[src/rtl/bin_to_bcd_seq_if.sv]
// Start/done handshake and result bundle for bin_to_bcd_seq.
interface bin_to_bcd_seq_if #(
  parameter int WIDTH  = 16,
  parameter int DIGITS = 5
) ();
  logic                  start;
  logic [WIDTH-1:0]      bin;
  logic                  busy;
  logic                  done;
  logic [4*DIGITS-1:0]   bcd;
  logic                  ovf;
  logic [DIGITS-1:0]     blank;

  modport master (
    output start, bin,
    input  busy, done, bcd, ovf, blank
  );

  modport slave (
    input  start, bin,
    output busy, done, bcd, ovf, blank
  );
endinterface

[src/rtl/bin_to_bcd_seq.sv]
// Sequential double-dabble binary-to-BCD converter, one bit per clock.
// Define BCD_LZ_BLANK_EN to generate the leading-zero blanking mask.
module bin_to_bcd_seq #(
  parameter int WIDTH  = 16,
  parameter int DIGITS = 5
) (
  input  logic            clk,
  input  logic            rst,
  bin_to_bcd_seq_if.slave io
);
  localparam int CW = $clog2(WIDTH + 1);
  localparam int DW = 4 * DIGITS;
  localparam int TW = DW + WIDTH;

  typedef enum logic {IDLE, SHIFT} state_t;

  state_t           state, state_nxt;
  logic             fin;
  logic [WIDTH-1:0] shreg, shreg_sh;
  logic [DW-1:0]    dig, adj, dig_sh;
  logic [TW-1:0]    cat, cat_sh;
  logic             out_bit;
  logic             sticky;
  logic [CW-1:0]    cnt;
  logic             done_q;
  logic [DW-1:0]    bcd_q;
  logic             ovf_q;

  always_ff @(posedge clk or posedge rst) begin
    if (rst) state <= IDLE;
    else     state <= state_nxt;
  end

  always_comb begin
    state_nxt = state;
    fin       = 1'b0;
    unique case (state)
      IDLE:  if (io.start) state_nxt = SHIFT;
      SHIFT: if (cnt == CW'(1)) begin
        fin       = 1'b1;
        state_nxt = IDLE;
      end
      default: state_nxt = IDLE;
    endcase
  end

  always_comb begin
    adj = dig;
    for (int k = 0; k < DIGITS; k++) begin
      if (dig[4*k +: 4] >= 4'd5) adj[4*k +: 4] = dig[4*k +: 4] + 4'd3;
    end
    cat      = {adj, shreg};
    cat_sh   = cat << 1;
    out_bit  = cat[TW-1];
    dig_sh   = cat_sh[TW-1:WIDTH];
    shreg_sh = cat_sh[WIDTH-1:0];
  end

  always_ff @(posedge clk or posedge rst) begin
    if (rst) begin
      shreg  <= '0;
      dig    <= '0;
      sticky <= 1'b0;
      cnt    <= '0;
      done_q <= 1'b0;
      bcd_q  <= '0;
      ovf_q  <= 1'b0;
    end else begin
      done_q <= fin;
      if (state == IDLE) begin
        if (io.start) begin
          shreg  <= io.bin;
          dig    <= '0;
          sticky <= 1'b0;
          cnt    <= CW'(WIDTH);
        end
      end else begin
        shreg  <= shreg_sh;
        dig    <= dig_sh;
        sticky <= sticky | out_bit;
        cnt    <= cnt - CW'(1);
        if (fin) begin
          bcd_q <= dig_sh;
          ovf_q <= sticky | out_bit;
        end
      end
    end
  end

`ifdef BCD_LZ_BLANK_EN
  localparam logic [DIGITS-1:0] LZ_RST = {DIGITS{1'b1}} << 1;

  logic [DIGITS-1:0] lz, blank_q;

  // Zero run scanned from the top digit down; digit 0 always shown
  always_comb begin
    lz = '0;
    lz[DIGITS-1] = (dig_sh[DW-1 -: 4] == 4'd0);
    for (int k = DIGITS - 2; k >= 0; k--) begin
      lz[k] = lz[k+1] && (dig_sh[4*k +: 4] == 4'd0);
    end
    lz[0] = 1'b0;
  end

  always_ff @(posedge clk or posedge rst) begin
    if (rst)      blank_q <= LZ_RST;
    else if (fin) blank_q <= lz;
  end

  assign io.blank = blank_q;
`else
  assign io.blank = '0;
`endif

  assign io.busy = (state == SHIFT);
  assign io.done = done_q;
  assign io.bcd  = bcd_q;
  assign io.ovf  = ovf_q;
endmodule

[src/flat_wrapper.sv]
// flat-port wrapper written by rule: the top's interface ports become plain ports
module bin_to_bcd_seq_flat 
#(
  parameter int WIDTH  = 16,
  parameter int DIGITS = 5
)
  (clk, rst, io_start, io_bin, io_busy, io_done, io_bcd, io_ovf, io_blank);
  bin_to_bcd_seq_if #(.WIDTH(WIDTH), .DIGITS(DIGITS)) io_i ();
  input  logic clk;
  input  logic rst;
  input wire logic [$bits(io_i.start)-1:0] io_start;
  input wire logic [$bits(io_i.bin)-1:0] io_bin;
  output wire logic [$bits(io_i.busy)-1:0] io_busy;
  output wire logic [$bits(io_i.done)-1:0] io_done;
  output wire logic [$bits(io_i.bcd)-1:0] io_bcd;
  output wire logic [$bits(io_i.ovf)-1:0] io_ovf;
  output wire logic [$bits(io_i.blank)-1:0] io_blank;
  assign io_i.start = io_start;
  assign io_i.bin = io_bin;
  assign io_busy = io_i.busy;
  assign io_done = io_i.done;
  assign io_bcd = io_i.bcd;
  assign io_ovf = io_i.ovf;
  assign io_blank = io_i.blank;
  bin_to_bcd_seq #(.WIDTH(WIDTH), .DIGITS(DIGITS)) u_core (.clk(clk), .rst(rst), .io(io_i));
endmodule
[config.mk]
export PLATFORM = sky130hd
export DESIGN_NAME = bin_to_bcd_seq_flat
export DESIGN_NICKNAME = d
export VERILOG_FILES = /design/src/rtl/bin_to_bcd_seq_if.sv /design/src/rtl/bin_to_bcd_seq.sv /design/src/flat_wrapper.sv
export SDC_FILE = /design/constraint.sdc
export NUM_CORES = 1
export LEC_CHECK = 0
export ABC_CLOCK_PERIOD_IN_PS = 2930
export CORE_ASPECT_RATIO = 0.9
export CORE_MARGIN = 1.5
export CORE_UTILIZATION = 45
export CTS_CLUSTER_DIAMETER = 200
export DETAILED_ROUTE_END_ITERATION = 7
export PLACE_DENSITY = 0.68
export SYNTH_ARGS = -nofsm -noshare
export SYNTH_HDL_FRONTEND = slang
export SYNTH_SLANG_ARGS = --single-unit
[constraint.sdc]
create_clock -name clk -period 2.93 [get_ports clk]
set_input_delay 0.293 -clock clk [delete_from_list [all_inputs] [get_ports clk]]
set_output_delay 0.293 -clock clk [all_outputs]
set_load 0.005 [all_outputs]
==> results of run 1 <==
[path summary, 6_finish.rpt]
kind / end / slack (ns)
worst max register to register: u_core.io.bcd[17] / 1.29
worst min register to register: u_core.io.bcd[3] / 0.48
worst min-delay path: u_core.shreg[3] / 0.37
max in group asynchronous: u_core.io.bcd[8] / 1.95
worst max-delay path: io_busy / 1.09
min in group clk: u_core.io.bcd[3] / 0.48
[flip-flops by register name (all words and copies together) (netlist names)]
name	count
u_core.shreg	16
u_core.cnt	5
u_core.sticky	1
u_core.dig	20
u_core.io.ovf	1
u_core.io.done	1
u_core.io.bcd	20
u_core.io.busy	1
[cells by family (layout without fill, tap and decap cells)]
kind of cell    count (synthesis)  in the layout  synth area share
compound gates                 72             72             0.137
xor+xnor                        7              7            0.0187
fa+ha+maj                      12             12            0.0458
buf+inv                        34             73            0.0649
flops                          65             65             0.496
mux                            38             38             0.131
other cells                     1              5           0.00114
simple gates                   68             68             0.105
[power breakdown]
part / internal [µW] / switching [µW]
Sequential: 1290 / 315
Combinational: 1010 / 803
Clock: 363 / 307
Total: 2660 / 1420
[through the flow]
stage	power, µW	utilization	instance area, µm²	worst slack, ns	instances
after floorplan	2910	-	3290	1.01	301
after global placement	3380	0.527	3710	1.07	420
after detailed placement	3440	0.527	3710	1.03	420
after CTS	4120	0.551	3880	1.08	433
after global routing	4420	0.551	3880	1.04	433
final	4080	0.551	3880	1.09	433
[synthesized netlist by cell type (all sizes together)]
cell	n	area [µm²]
dfrtp	65	1630
o21ai	33	165
nand2	28	105
mux2i	25	250
buf	19	156
a21oi	16	98.8
inv	14	52.6
mux2	13	180
ha	12	150
nand2b	11	68.8
a21o	10	75.1
a22o	10	87.6
nor2	9	38.8
nor3	7	35.0
and2	5	31.3
xnor2	5	43.8
nor3b	4	30.0
nor2b	2	12.5
o31ai	2	15.0
xor2	2	17.5
clkbuf	1	3.75
conb	1	3.75
nand4b	1	15.0
o21a	1	7.51
or2b	1	7.51
[per-layer routing]
metal  GRT usage  part of all wire
met1       0.207              0.49
met2       0.247              0.45
met3      0.0355             0.036
met4      0.0826             0.022
met5           0                 0
[final cells by class]
| class | instances | area share |
|---|---|---|
| Clock buffer | 13 | 0.0435 |
| Inverter | 14 | 0.0135 |
| Multi-Input combinational cell | 202 | 0.375 |
| Sequential cell | 65 | 0.420 |
| Tap cell | 93 | 0.0300 |
| Timing Repair Buffer | 46 | 0.119 |
==> flow_summary.ini, run 1 <==
[die]
std_cell_rows = 29
floorplan.die_area_um2 = 7810
num_io_pins = 47
core_um2 = 7040
die_h_um = 84.0
fp.dieW_um = 93.0
initial_utilization = 0.466

[setup_path]
cp.arrival_ns = 1.54
startpoint = u_core.io.busy
path_max_fanout = 20
critPathTopFamily = flip-flops
start_kind = flop
max_stage_delay_ns = 0.63
worst-path-stages = 1
crit_chain = clkdlybuf4s50_1
crit_required_ns = 2.64
critPathBufInv = 1
slowest_stage = dfrtp_2
reg2reg_depth = 3
timing.rr.start = u_core.io.busy
crit_type = flop to output pin
cp-end-kind = output pin

[pwr]
p_leak_uw = 0.00183
max-vdd-ir-drop_mv = 0.378
power.density_nw_per_um2 = 1050

[detailed_routing]
drtIter0Drc = 62
dr_total_vias = 2213
firstDrtPassIters = 4
wirelength_mm = 5.70
avgRoutedWirePerCell_um = 13.2
postRouteAntennaNets = 0
via_per_inst = 5.11
drc_errors = 0

[timing]
relSlewSlack = 0.577
tns_ns = 0
drv_slew = 0
timing.fmax_mhz = 545
worst_hold_slack_ns = 0.367
tightestPinTransition_ns = 0.634
setup_viol = 0
skew_ns = 0.00403
finalCritPeriodShare = 0.626
rsz0062_at_grt = no
finalHoldViolCount = 0
fin_crit_ns = 1.84

[clock_network]
clk_path_buf_depth = 2
clkSinkCount = 65
postCtsSetupBuffers = 0
cts_hold_buf = 0
cts_made_buffers = 9
clk_pin_slew_worst_paths_ns = 0.06
cts_tree = yes
cts-root-buf = clkbuf_8
post_cts_resize_count = 0
clock_latency_ns = 0.33
htree_levels = 3

[logic_synthesis]
ys_warn_count = 0
synth-seq-cells = 65
synth_area_um2 = 3280
synthDistinctLibCells = 33
synthCells = 297
syn_avg_cell_area_um2 = 11.0
ys_seq_area_frac = 0.496

[finish]
final_nets = 369
drive_gt1_frac = 0.121
multi_input_area_um2 = 1450
final_cell_mix = dfrtp_1, clkdlybuf4s50_1, nand2_1, o21ai_0, mux2i_1
final_common_cell = dfrtp_1
area_delta_synth_final_pct = 18.4
regArea_um2 = 1630
n_antenna_cell = 0
n_fill_cell = 646

[grt]
grt-ovfl-total = 0
grt_use_total = 0.159
grt_pass1_wl_mm = 9.59
antenna_found_initial = 0
grt_pass1_vias = 2149
grt_max_degree = 41

[placement]
port-buffer-count = 41
post-dp-hpwl_mm = 3.94
place_congestion = 0.785

[status]
status = complete, no violations

[worst_hold_path]
min_path_type = input port to async pin

[job]
maxCapViolCount = 0
Power figures use the tool's default switching activity.
==> run 2: changes to the inputs <==
--- a/config.mk
+++ b/config.mk
@@ -5,7 +5,7 @@
 export SDC_FILE = /design/constraint.sdc
 export NUM_CORES = 1
 export LEC_CHECK = 0
-export ABC_CLOCK_PERIOD_IN_PS = 2930
+export ABC_CLOCK_PERIOD_IN_PS = 1750
 export CORE_ASPECT_RATIO = 0.9
 export CORE_MARGIN = 1.5
 export CORE_UTILIZATION = 45
==> constraint.sdc (replaced) <==
create_clock -name clk -period 1.75 [get_ports clk]
set_input_delay 0.175 -clock clk [delete_from_list [all_inputs] [get_ports clk]]
set_output_delay 0.175 -clock clk [all_outputs]
set_load 0.005 [all_outputs]
==> run 2 against run 1 <==
Compared with the run above: sequential share of layout area is 0.44 points lower; worst setup slack lost 1.0 ns; flip-flop and latch count did not move; sequential power is 66% higher; critical path depth up 1; cell count increased by 1.2%; register-to-register slack worse by 1.2 ns; hold slack lost 0.14 ns; wire length up 5.9%; total power rose by 70%; global-route usage rose by 1.3 points; via count increased by 0.77%; largest cell class unchanged.
==> flow_summary.ini, run 2 (same netlist as run 1, synthesis figures left out) <==
[finish]
drive_gt1_frac = 0.130
stdcell_count = 438
final_common_cell = dfrtp_1
n_antenna_cell = 0
area_delta_synth_final_pct = 19.6
final_nets = 372
final_cell_mix = dfrtp_1, clkdlybuf4s50_1, nand2_1, o21ai_0, mux2i_1

[clock_network]
cts_hold_buf = 0
cts_tree = yes
cts_made_buffers = 9
clkSinkCount = 65
postCtsSetupBuffers = 0
clk_path_buf_depth = 2
cts-root-buf = clkbuf_8
clock_latency_ns = 0.34
htree_levels = 3
clk_pin_slew_worst_paths_ns = 0.07

[setup_path]
max_stage_delay_ns = 0.53
crit_required_ns = 1.57
cp-end-kind = output pin
slowest_stage = clkdlybuf4s50_1
cp.arrival_ns = 1.51
path_max_fanout = 23
crit_chain = buf_8 > clkdlybuf4s50_1
start_kind = flop
crit_type = flop to output pin

[grt]
grt_pass1_vias = 2171
grt_pass1_wl_mm = 10.4
grt_use_total = 0.172
grt-ovfl-total = 0
grt_max_degree = 50
antenna_found_initial = 0

[detailed_routing]
dr_total_vias = 2230
firstDrtPassIters = 4
postRouteAntennaNets = 0
wirelength_mm = 6.04
drc_errors = 0
drtIter0Drc = 89
avgRoutedWirePerCell_um = 13.8
via_per_inst = 5.09

[placement]
place_congestion = 0.703
post-dp-hpwl_mm = 4.05
port-buffer-count = 41
dp_cells = 423

[pwr]
max-vdd-ir-drop_mv = 0.701
p_sw_frac = 0.352
power.share.clock = 0.171
p_seq_frac = 0.383
p_leak_uw = 0.00185
switching_power_uw = 2440
total_power_uw = 6940
p_int_uw = 4500
combPwrFrac = 0.446
power.density_nw_per_um2 = 1770

[timing]
setup_viol = 0
finalHoldViolCount = 0
tns_ns = 0
drv_slew = 0
skew_ns = 0.00827
finalCritPeriodShare = 0.962
timing.fmax_mhz = 594
rsz0062_at_grt = no
fin_crit_ns = 1.68

[die]
std_cell_rows = 29
floorplan.die_area_um2 = 7810
fp.dieW_um = 93.0
core_um2 = 7040
num_io_pins = 47
die_h_um = 84.0
initial_utilization = 0.466

[job]
maxCapViolCount = 0

[status]
status = complete, no violations

[worst_hold_path]
min_path_type = input port to async pin
run 2: cell types whose count changed in the layout (fill, tap and decap cells not counted), sizes merged:
cell / previous run / this run
clkinvlp: 0 / 1
inv: 14 / 13
bufinv: 0 / 1
clkinv: 0 / 3
clkbuf: 13 / 11
buf: 5 / 8
run 2: what timing repair did:
action | in CTS | in global routing
pin swaps | 0 | 0
resized for setup | 1 | 1
endpoints found under the setup margin | 1 | 1
run 2: area by class of cell:
cell class / instances / area (µm²)
Multi-Input combinational cell: 202 / 1450
Sequential cell: 65 / 1630
Clock buffer: 11 / 131
Inverter: 14 / 56.3
Tap cell: 93 / 116
Fill cell: 630 / 3120
Timing Repair Buffer: 49 / 490
Clock inverter: 4 / 45.0
run 2: power groups by stage:
stage	clock network, µW	logic, µW	registers [µW]
finish	1180	3100	2660
global route	1310	3500	2760
CTS	1230	3130	2660
detailed placement	0	3100	2680
global placement	0	3000	2650
floorplan	0	2290	2580
run 2: worst max-delay path: cells and delay by family (launching register included):
kind | cells | cell delay (ns)
DFF | 1 | 0.43
buffers and inverters | 2 | 0.74
run 2: final timing paths:
path	start	to	depth (start not counted)	slack (ns)
hold reg to reg	u_core.io.bcd[15]	u_core.io.bcd[15]	2	0.48
hold / removal	rst	u_core.io.bcd[18]	3	0.23
setup reg to reg	u_core.cnt[1]	u_core.io.bcd[18]	5	0.13
setup / recovery	u_core.io.busy	io_busy	2	0.07
max in group asynchronous	rst	u_core.io.bcd[0]	3	1.22
min in group clk	io_bin[0]	u_core.shreg[0]	3	0.45
run 2: through the flow:
stage	area, µm²	hold WS (ns)	setup slack [ns]	util
after global placement	3740	0.462	0.223	0.531
after detailed placement	3740	0.467	0.129	0.531
after CTS	3920	0.236	0.0261	0.557
final	3920	0.231	0.0659	0.557
after floorplan	3300	0.313	0.351	-
after global routing	3920	0.246	0.00698	0.557
run 2: layer usage:
metal / up-vias / global-route usage / part of all wire
li1: 1094 / - / -
met1: 1074 / 0.223 / 0.47
met2: 52 / 0.262 / 0.46
met3: 10 / 0.0610 / 0.049
met4: 0 / 0.0647 / 0.015
met5: - / 0 / 0
